==> config.mk <==
export PLATFORM = sky130hd
export DESIGN_NAME = wb_arbiter
export DESIGN_NICKNAME = d
export VERILOG_FILES = /design/src/rtl/wb_pkg.sv /design/src/rtl/wb_scoreboard.sv /design/src/rtl/wb_arbiter.sv
export SDC_FILE = /design/constraint.sdc
export NUM_CORES = 1
export LEC_CHECK = 0
export ABC_AREA = 1
export CORE_MARGIN = 4
export CORE_UTILIZATION = 40
export DETAILED_ROUTE_END_ITERATION = 10
export GPL_ROUTABILITY_DRIVEN = 0
export HOLD_SLACK_MARGIN = 0.06
export PLACE_DENSITY = 0.75
export SLEW_MARGIN = 20
export SYNTH_ARGS = -nofsm -noshare
export SYNTH_HDL_FRONTEND = slang
export SYNTH_SLANG_ARGS = --single-unit
==> constraint.sdc <==
create_clock -name clk -period 3 [get_ports clk]
set_clock_uncertainty 0.05 [all_clocks]
set_input_delay 0.3 -clock clk [delete_from_list [all_inputs] [get_ports clk]]
set_output_delay 0.3 -clock clk [all_outputs]
set_load 0.05 [all_outputs]
==> src/rtl/wb_pkg.sv <==
// Shared defaults and requester identifiers for the writeback arbiter slice.
package wb_pkg;
    localparam int unsigned DW   = 16;
    localparam int unsigned AW   = 4;
    localparam int unsigned NREG = 16;

    typedef enum logic {
        REQ_ALU = 1'b0,
        REQ_MEM = 1'b1
    } req_id_t;
endpackage

==> src/rtl/wb_scoreboard.sv <==
// Pending-write scoreboard: issue sets a destination bit, the register-file write clears it.
module wb_scoreboard #(
    parameter int unsigned AW   = wb_pkg::AW,
    parameter int unsigned NREG = wb_pkg::NREG
) (
    input  logic            clk,
    input  logic            rst,
    input  logic            set_en,
    input  logic [AW-1:0]   set_idx,
    input  logic            clr_en,
    input  logic [AW-1:0]   clr_idx,
    input  logic [AW-1:0]   src1,
    input  logic [AW-1:0]   src2,
    output logic [NREG-1:0] busy_vec,
    output logic            hazard_c
);

    logic [NREG-1:0] busy_d;

    // Set is applied after clear so a same-index collision leaves the bit set.
    always_comb begin
        busy_d = busy_vec;
        if (clr_en) busy_d[clr_idx] = 1'b0;
        if (set_en) busy_d[set_idx] = 1'b1;
    end

    always_ff @(posedge clk or posedge rst) begin
        if (rst) busy_vec <= '0;
        else     busy_vec <= busy_d;
    end

    assign hazard_c = busy_vec[src1] | busy_vec[src2];

endmodule

==> src/rtl/wb_arbiter.sv <==
// Round-robin writeback arbiter between ALU and load unit, with a one-cycle
// register-file write stage and a pending-write scoreboard.
module wb_arbiter #(
    parameter int unsigned DW   = wb_pkg::DW,
    parameter int unsigned AW   = wb_pkg::AW,
    parameter int unsigned NREG = wb_pkg::NREG
) (
    input  logic            clk,
    input  logic            rst,
    input  logic            alu_valid,
    output logic            alu_ready,
    input  logic [AW-1:0]   alu_rd,
    input  logic [DW-1:0]   alu_data,
    input  logic            mem_valid,
    output logic            mem_ready,
    input  logic [AW-1:0]   mem_rd,
    input  logic [DW-1:0]   mem_data,
    input  logic            iss_valid,
    input  logic [AW-1:0]   iss_rd,
    input  logic [AW-1:0]   src1,
    input  logic [AW-1:0]   src2,
    output logic            hazard,
    output logic            rf_wen,
    output logic [AW-1:0]   rf_rd,
    output logic [DW-1:0]   rf_wdata,
    output logic [NREG-1:0] busy_vec,
    output logic            wb_err
);
    import wb_pkg::req_id_t;
    import wb_pkg::REQ_ALU;
    import wb_pkg::REQ_MEM;

    req_id_t       last_q;
    req_id_t       last_d;
    logic          xfer_c;
    logic [AW-1:0] sel_rd_c;
    logic [DW-1:0] sel_data_c;

    // Grant: a lone requester wins; on conflict the one not granted last wins.
    always_comb begin
        alu_ready = 1'b0;
        mem_ready = 1'b0;
        last_d    = last_q;
        if (!rst) begin
            if (alu_valid && mem_valid) begin
                alu_ready = (last_q == REQ_MEM);
                mem_ready = (last_q == REQ_ALU);
            end else begin
                alu_ready = alu_valid;
                mem_ready = mem_valid;
            end
        end
        if (alu_ready)      last_d = REQ_ALU;
        else if (mem_ready) last_d = REQ_MEM;
    end

    assign xfer_c     = alu_ready | mem_ready;
    assign sel_rd_c   = alu_ready ? alu_rd   : mem_rd;
    assign sel_data_c = alu_ready ? alu_data : mem_data;

    always_ff @(posedge clk or posedge rst) begin
        if (rst) last_q <= REQ_MEM;
        else     last_q <= last_d;
    end

    // Write stage; rd/data hold between writes, wb_err is sticky until reset.
    always_ff @(posedge clk or posedge rst) begin
        if (rst) begin
            rf_wen   <= 1'b0;
            rf_rd    <= '0;
            rf_wdata <= '0;
            wb_err   <= 1'b0;
        end else begin
            rf_wen <= xfer_c;
            if (xfer_c) begin
                rf_rd    <= sel_rd_c;
                rf_wdata <= sel_data_c;
                if (!busy_vec[sel_rd_c]) wb_err <= 1'b1;
            end
        end
    end

    wb_scoreboard #(
        .AW   (AW),
        .NREG (NREG)
    ) u_scoreboard (
        .clk      (clk),
        .rst      (rst),
        .set_en   (iss_valid),
        .set_idx  (iss_rd),
        .clr_en   (rf_wen),
        .clr_idx  (rf_rd),
        .src1     (src1),
        .src2     (src2),
        .busy_vec (busy_vec),
        .hazard_c (hazard)
    );

endmodule

==> impl_results.md, run 1 <==
* Largest family of logic cells by synthesized area: simple AND/OR/NAND/NOR gates
* Starting Density at 41.1%
* Post-Place Cell Area at 3290 um^2
* CTS root buf: clkbuf_8
* Pwr/cell area at 714 nW/um^2
* Row Count at 27
* Final worst slack at 0.796 ns
* Syn_nets at 368
* Worst-path clk slew at 0.08 ns
* Post-CTS setup buffers at 0
* Final period demand of the worst path at 2.20 ns
* Critical path data required time at 2.65 ns
* Relative slew slack at 59.4%
* Leak Pwr at 1.49 nW
* DP Cell Count at 473
* Later-pin clock latency in the skew report at 0.29 ns
* Top delay family on crit path: buffers and inverters
* DR WL/cell at 14.7 um
* Sequential area share after synthesis at 43.2%
* Antenna-violating nets left at 0
* Vias at 2522
* GRT Residual Overflow at 0
* Final Non-Filler Cells at 481
* Largest net degree at the start of global routing at 41
* CP startpoint: src2[0]
* Dpl hpwl at 5460 um
* Worst path depth at 9
* Layout Nets at 465
* Max Freq at 454 MHz
* CTS hold repair buffers at 0
* Run status: completed
* Share of post-route cells with drive strength above 1 at 5.87%
* Total Routing Usage GR at 20.8%
* Vias per cell at 5.24
* Setup TNS Final at 0 ns
* Dpl ws at 0.666 ns
* Commonest non-fill, non-tap cell in the layout: clkdlybuf4s50_1
* Peak supply drop at 0.402 mV
* Cell area after layout at 3370 um^2
* CP max stage delay at 0.61 ns
* Most frequent cells in the layout: 94 x clkdlybuf4s50_1, 69 x nand2_1, 51 x o21ai_0
* CP Class: input port to primary output
* CP Buf/Inv Count at 3
* Flop2flop setup slack at 1.20 ns
* Crit path max fanout at 9
* Max Slew Vio Count at 0
* Yosys cell types at 24
* Crit. End Element: primary output
* Die Ht at 83.2 um
* PnR Total Power at 2.41 mW
* CTS max path bufs at 2
* Post-synthesis compound-gate area fraction at 21.5%
* Dominant cell type by area after synthesis: dfrtp_1
* Hold Crit Depth at 2
* Cell Area, Synth at 2260 um^2
* Hold_ws at 0.471 ns
* Post-Synth Simple-Gate Area at 27.0%
* Full die area at 6920 um^2
* First-pass iteration count of the detailed router at 6
* Ports at 98
* Reg2reg path depth at 9
* Slew @ Worst Pin at 0.608 ns
* Die width at 83.2 um
* Iteration-0 DRC Markers at 213
* Vias in the first global route at 2486
* Top post-synthesis cells by area: dfrtp_1 42%, nand2_1 11%, o21ai_0 11%, nand3_1 6.6%, inv_1 5.6%
* Core Region at 5510 um^2
* Synth Area per Inst at 7.27 um^2
* Max-cap viol count at 0
* Crit path arrival time at 1.85 ns
* First-pass GRT wire length at 12000 um
* Cells after Synth at 311
* Post-synthesis xor/xnor area fraction at 0%
* Num CTS Buffers at 5
* Initial antenna violation count at 0
* CP Launch Type: input port
* Post-layout util at 61.3%
* RSZ-0062 raised after global routing: false
* CTS tree: built
* Endpoints failing hold at 0
* N_diodes at 0
* Synth Register Bits at 39
* Final wirelength at 7060 um
* Period utilization at 73.5%
* Crit-path cells: clkdlybuf4s50_1, inv_1, nor2_1, nor2_1, a21oi_1, a21oi_1, o21ai_0, nand4_1, buf_4
* Yosys warns at 0
* Reg2reg start: last_q
* CP max stage cell: clkdlybuf4s50_1
* Critical path destination: hazard
* Final setup viols at 0
* Synth top area share at 42.1%
* Cts repair resizes at 0
* Synthesized-area fraction occupied by adder cells at 0%
* DRC violations left at 0
* H-tree depth at 2
* Hold crit path type: flop to flop
* Layout area overhead at 49.3%
* Clock Sinks at 39
* Mux share of post-synthesis cell area at 0%
* Port-buffer cells at 97
* Reg2reg end: wb_err
[flip-flops by register name, indices dropped and copies added (netlist names)]
| register | cells |
|---|---|
| last_q | 1 |
| wb_err | 1 |
| rf_rd | 4 |
| u_scoreboard.busy_vec | 16 |
| rf_wdata | 16 |
| rf_wen | 1 |
[worst min-delay path by stage]
stage                                          end  startpoint
final                                       wb_err      wb_err
after global routing                        wb_err      wb_err
after CTS                                   wb_err      wb_err
after detailed placement                    wb_err      wb_err
after global placement                      wb_err      wb_err
after floorplan           u_scoreboard.busy_vec[0]   iss_rd[3]
[layout make-up]
class / count / area (um^2)
Fill cell: 524 / 2130
Clock inverter: 3 / 15.0
Inverter: 36 / 135
Sequential cell: 39 / 977
Timing Repair Buffer: 99 / 991
Clock buffer: 5 / 68.8
Multi-Input combinational cell: 227 / 1100
Tap cell: 72 / 90.1
[routing by layer]
metal / track usage (%) / vias up / wire length (um)
li1: - / 1238 / -
met1: 26.8 / 1163 / 2890
met2: 35.9 / 111 / 3570
met3: 3.67 / 10 / 507
met4: 5.94 / 0 / 101
met5: 0 / - / 0
[cells in the mapped netlist, drive strengths merged]
master,count
clkinv,1
o221ai,4
dfstp,1
o31ai,2
or2,1
inv,35
nor2,33
o21ai,54
a31oi,16
buf,9
nand3b,1
nand2,73
nand4,1
dfrtp,38
nand3,31
a21oi,11
[worst min-delay path, delay by kind of cell, from the launching register on]
family	cells	cell delay, ns
flip-flops	1	0.39
buffers and inverters	1	0.05
AND/OR/NAND/NOR	1	0.05
[power by group]
group	total [mW]	internal, mW	switching, mW
logic	1.23	0.429	0.797
registers	0.846	0.659	0.187
clock network	0.339	0.159	0.180
[cell families after synthesis]
group	Yosys count
flip-flops	39
AND/OR/NAND/NOR	140
buffers and inverters	45
AO/OA/AOI/OAI	87
Note: power is estimated with default switching activity, not from simulation.
==> run 2: changes to the inputs <==
- clock period: 3 -> 2.3 ns (I/O delays scaled with it)
==> impl_results.md, run 2 (synthesis gave the netlist of run 1 again) <==
* Run status: completed
* Setup TNS Final at 0 ns
* Iteration-0 DRC Markers at 233
* Post-CTS setup buffers at 0
* Share of post-route cells with drive strength above 1 at 6.08%
* Full die area at 6920 um^2
* Layout Nets at 467
* Port-buffer cells at 97
* Final setup viols at 0
* Max-cap viol count at 0
* Commonest non-fill, non-tap cell in the layout: clkdlybuf4s50_1
* Fill cells at 507
* CP Class: input port to primary output
* Post-Place Cell Area at 3310 um^2
* Slew @ Worst Pin at 0.533 ns
* Cell area after layout at 3390 um^2
* Row Count at 27
* Dpl ws at 0.231 ns
* Worst-path clk slew at 0.08 ns
* Largest net degree at the start of global routing at 40
* Antenna-violating nets left at 0
* Critical path data required time at 2.02 ns
* Clock Sinks at 39
* CP Launch Type: input port
* Vias at 2550
* Later-pin clock latency in the skew report at 0.28 ns
* Hold crit path type: flop to flop
* Starting Density at 41.1%
* H-tree depth at 2
* Ports at 98
* Total Routing Usage GR at 20.1%
* First-pass iteration count of the detailed router at 5
* CTS max path bufs at 2
* Vias in the first global route at 2471
* Vias per cell at 5.28
* GRT Residual Overflow at 0
* Die width at 83.2 um
* Max Slew Vio Count at 0
* Leak Pwr at 1.49 nW
* Dpl hpwl at 5470 um
* CTS root buf: clkbuf_8
* Hold_ws at 0.436 ns
* CTS tree: built
* Most frequent cells in the layout: 94 x clkdlybuf4s50_1, 69 x nand2_1, 51 x o21ai_0
* Relative slew slack at 64.4%
* Layout area overhead at 50.0%
* Num CTS Buffers at 5
* DRC violations left at 0
* Final wirelength at 7030 um
* Crit. End Element: primary output
* Largest regs: rf_wdata (16), u_scoreboard.busy_vec (16), rf_rd (4)
* Pwr/cell area at 932 nW/um^2
* First-pass GRT wire length at 11400 um
* Final period demand of the worst path at 2.03 ns
* Period utilization at 88.2%
* Initial antenna violation count at 0
* DR WL/cell at 14.6 um
* Crit path max fanout at 9
* Post-layout util at 61.6%
* Die Ht at 83.2 um
* RSZ-0062 raised after global routing: false
* Peak supply drop at 0.486 mV
* N_diodes at 0
* Core Region at 5510 um^2
* Max Freq at 493 MHz
* Endpoints failing hold at 0
* Crit path arrival time at 1.75 ns
* Final worst slack at 0.271 ns
[run 2: routing by layer]
layer  routed length, um  up-vias  track usage [%]
met5                   0        -                0
met4                 225        0             10.4
met3                 541       20             4.17
met2                3440      118             32.6
met1                2820     1170             25.2
li1                    -     1242                -
[run 2: what timing repair did]
item / 4_1_cts / 5_1_grt
hold buffers: 0 / 0
resized for setup: 0 / 1
endpoints found under the hold margin: 0 / 0
setup endpoints to repair: 0 / 1
[run 2: stage by stage]
stage / std cells / total power, mW
2_1_floorplan: 311 / 2.05
3_3_place_gp: 475 / 2.71
3_5_place_dp: 475 / 2.73
4_1_cts: 483 / 3.17
5_1_grt: 483 / 3.32
6_report: 483 / 3.16
[run 2: cell type report]
type                       count  area [um^2]  share of cell area [%]
timing repair buffer         101         1010                    29.7
clock buffer                   7         76.3                    2.25
sequential                    39          977                    28.8
tap                           72         90.1                    2.66
inverter                      36          139                    4.10
multi-input combinational    227         1100                    32.4
clock inverter                 1         5.00                   0.148
[run 2: report_power, final]
part           internal (mW)  switching (mW)
combinational          0.569            1.04
sequential             0.860           0.248
clock                  0.213           0.225
[run 2: critical path: stages]
cell and delay [ns]:
clkdlybuf4s50_1 0.52, inv_1 0.22, o21ai_0 0.11, a21oi_1 0.13
a21oi_1 0.06, o21ai_0 0.14, nand4_1 0.15, buf_12 0.19
[run 2: final timing paths]
path	endpoint	from	cells past startpoint	slack, ns
hold / removal	wb_err	wb_err	2	0.44
setup / recovery	hazard	src2[0]	8	0.27
setup reg to reg	wb_err	last_q	9	0.51
min in group asynchronous	rf_wdata[8]	rst	3	0.47
hold reg to reg	wb_err	wb_err	2	0.44
max in group asynchronous	rf_wdata[0]	rst	3	1.38
==> run 3: changes to the inputs <==
- CORE_UTILIZATION: 40 -> 42
- MAX_ROUTING_LAYER: default -> met4
- PLACE_DENSITY: 0.75 -> 0.78
==> impl_results.md, run 3 (synthesis gave the netlist of run 1 again) <==
* Antenna-violating nets left at 0
* Max Slew Vio Count at 0
* Slew @ Worst Pin at 0.527 ns
* First-pass iteration count of the detailed router at 5
* Final period demand of the worst path at 2.07 ns
* Critical path data required time at 2.02 ns
* Total Routing Usage GR at 22.1%
* Hold Crit Depth at 2
* Leak Pwr at 1.51 nW
* Core Region at 5170 um^2
* CTS max path bufs at 2
* Iteration-0 DRC Markers at 160
* Reg2reg start: last_q
* Layout area overhead at 51.5%
* Hold path start: wb_err
* Peak supply drop at 0.598 mV
* Most frequent cells in the layout: 94 x clkdlybuf4s50_1, 69 x nand2_1, 51 x o21ai_0
* Reg2reg path depth at 9
* CTS tree: built
* DP Cell Count at 473
* Largest regs: rf_wdata (16), u_scoreboard.busy_vec (16), rf_rd (4)
* Relative slew slack at 64.8%
* Pwr/cell area at 967 nW/um^2
* N_diodes at 0
* Final Non-Filler Cells at 481
* RSZ-0062 raised after global routing: false
* Layout Nets at 467
* Vias per cell at 5.31
* Hold crit path type: flop to flop
* Final wirelength at 6990 um
* Share of post-route cells with drive strength above 1 at 6.33%
* Fill cells at 453
* CTS root buf: clkbuf_8
* Final setup viols at 0
* CP Class: input port to primary output
* Hold Path End: wb_err
* Later-pin clock latency in the skew report at 0.29 ns
* Crit path arrival time at 1.79 ns
* Max Freq at 484 MHz
* Cts repair resizes at 0
* Post-CTS setup buffers at 0
* Port-buffer cells at 97
* Starting Density at 43.7%
* Setup TNS Final at 0 ns
* Initial antenna violation count at 0
* Clock Sinks at 39
* Max-cap viol count at 0
* First-pass GRT wire length at 11000 um
* Row Count at 26
* CP Launch Type: input port
* Vias in the first global route at 2442
* Die width at 81.4 um
* DR WL/cell at 14.5 um
* GRT Residual Overflow at 0
* Num CTS Buffers at 5
* Endpoints failing hold at 0
* Ports at 98
* Die Ht at 81.4 um
* Dpl hpwl at 5390 um
* Commonest non-fill, non-tap cell in the layout: clkdlybuf4s50_1
* Run status: completed
* Crit path max fanout at 9
* Crit. End Element: primary output
* Vias at 2555
* Worst-path clk slew at 0.08 ns
* Period utilization at 89.8%
* H-tree depth at 2
* Full die area at 6620 um^2
* Largest net degree at the start of global routing at 41
* CTS hold repair buffers at 0
* Flop2flop setup slack at 0.62 ns
* Reg2reg end: wb_err
* DRC violations left at 0
## run 3: layer usage
metal	GRT usage (%)	wire length, um
met3	4.32	580
met1	27.8	2830
met4	8.11	174
met2	35.4	3410
met5	-	0
## run 3: cell type report
type                    instances  area, um^2  share of cell area (%)
clock inverters                 2        35.0                    1.02
multi-input cells             227        1100                    32.0
flip-flops and latches         39         977                    28.5
clock buffers                   6        82.6                    2.41
inverters                      36         139                    4.06
repair buffers                101        1010                    29.4
well taps                      70        87.6                    2.56
## run 3: worst max path at each step
stage                        from        end  cells past startpoint
after floorplan               rst  mem_ready                      3
after global placement    src2[0]     hazard                      7
after detailed placement  src2[0]     hazard                      7
after CTS                 src2[0]     hazard                      7
after global routing      src2[0]     hazard                      8
final                     src2[0]     hazard                      7
## run 3: critical path, stage by stage
cell and delay (ns):
clkdlybuf4s50_1 0.61, inv_1 0.18, o21ai_0 0.22, o221ai_1 0.13, nand3_1 0.09, nand4_1 0.15
buf_12 0.18
## run 3: report_power, final
| part | switching [mW] | leakage, nW | total [mW] | internal (mW) |
|---|---|---|---|---|
| sequential | 0.246 | 0.435 | 1.11 | 0.859 |
| clock | 0.243 | 0.0612 | 0.594 | 0.351 |
| combinational | 1.04 | 1.02 | 1.61 | 0.568 |
## run 3: per-stage QoR
step           setup WS (ns)  utilization [%]  hold WS [ns]  power [mW]  area (um^2)
2_1_floorplan          0.435                -         0.156        2.05         2260
3_3_place_gp           0.311             63.9         0.407        2.71         3310
3_5_place_dp           0.238             63.9         0.410        2.72         3310
4_1_cts                0.236             66.2         0.432        3.33         3420
5_1_grt               0.0444             66.2         0.442        3.49         3420
6_report               0.234             66.2         0.433        3.31         3420
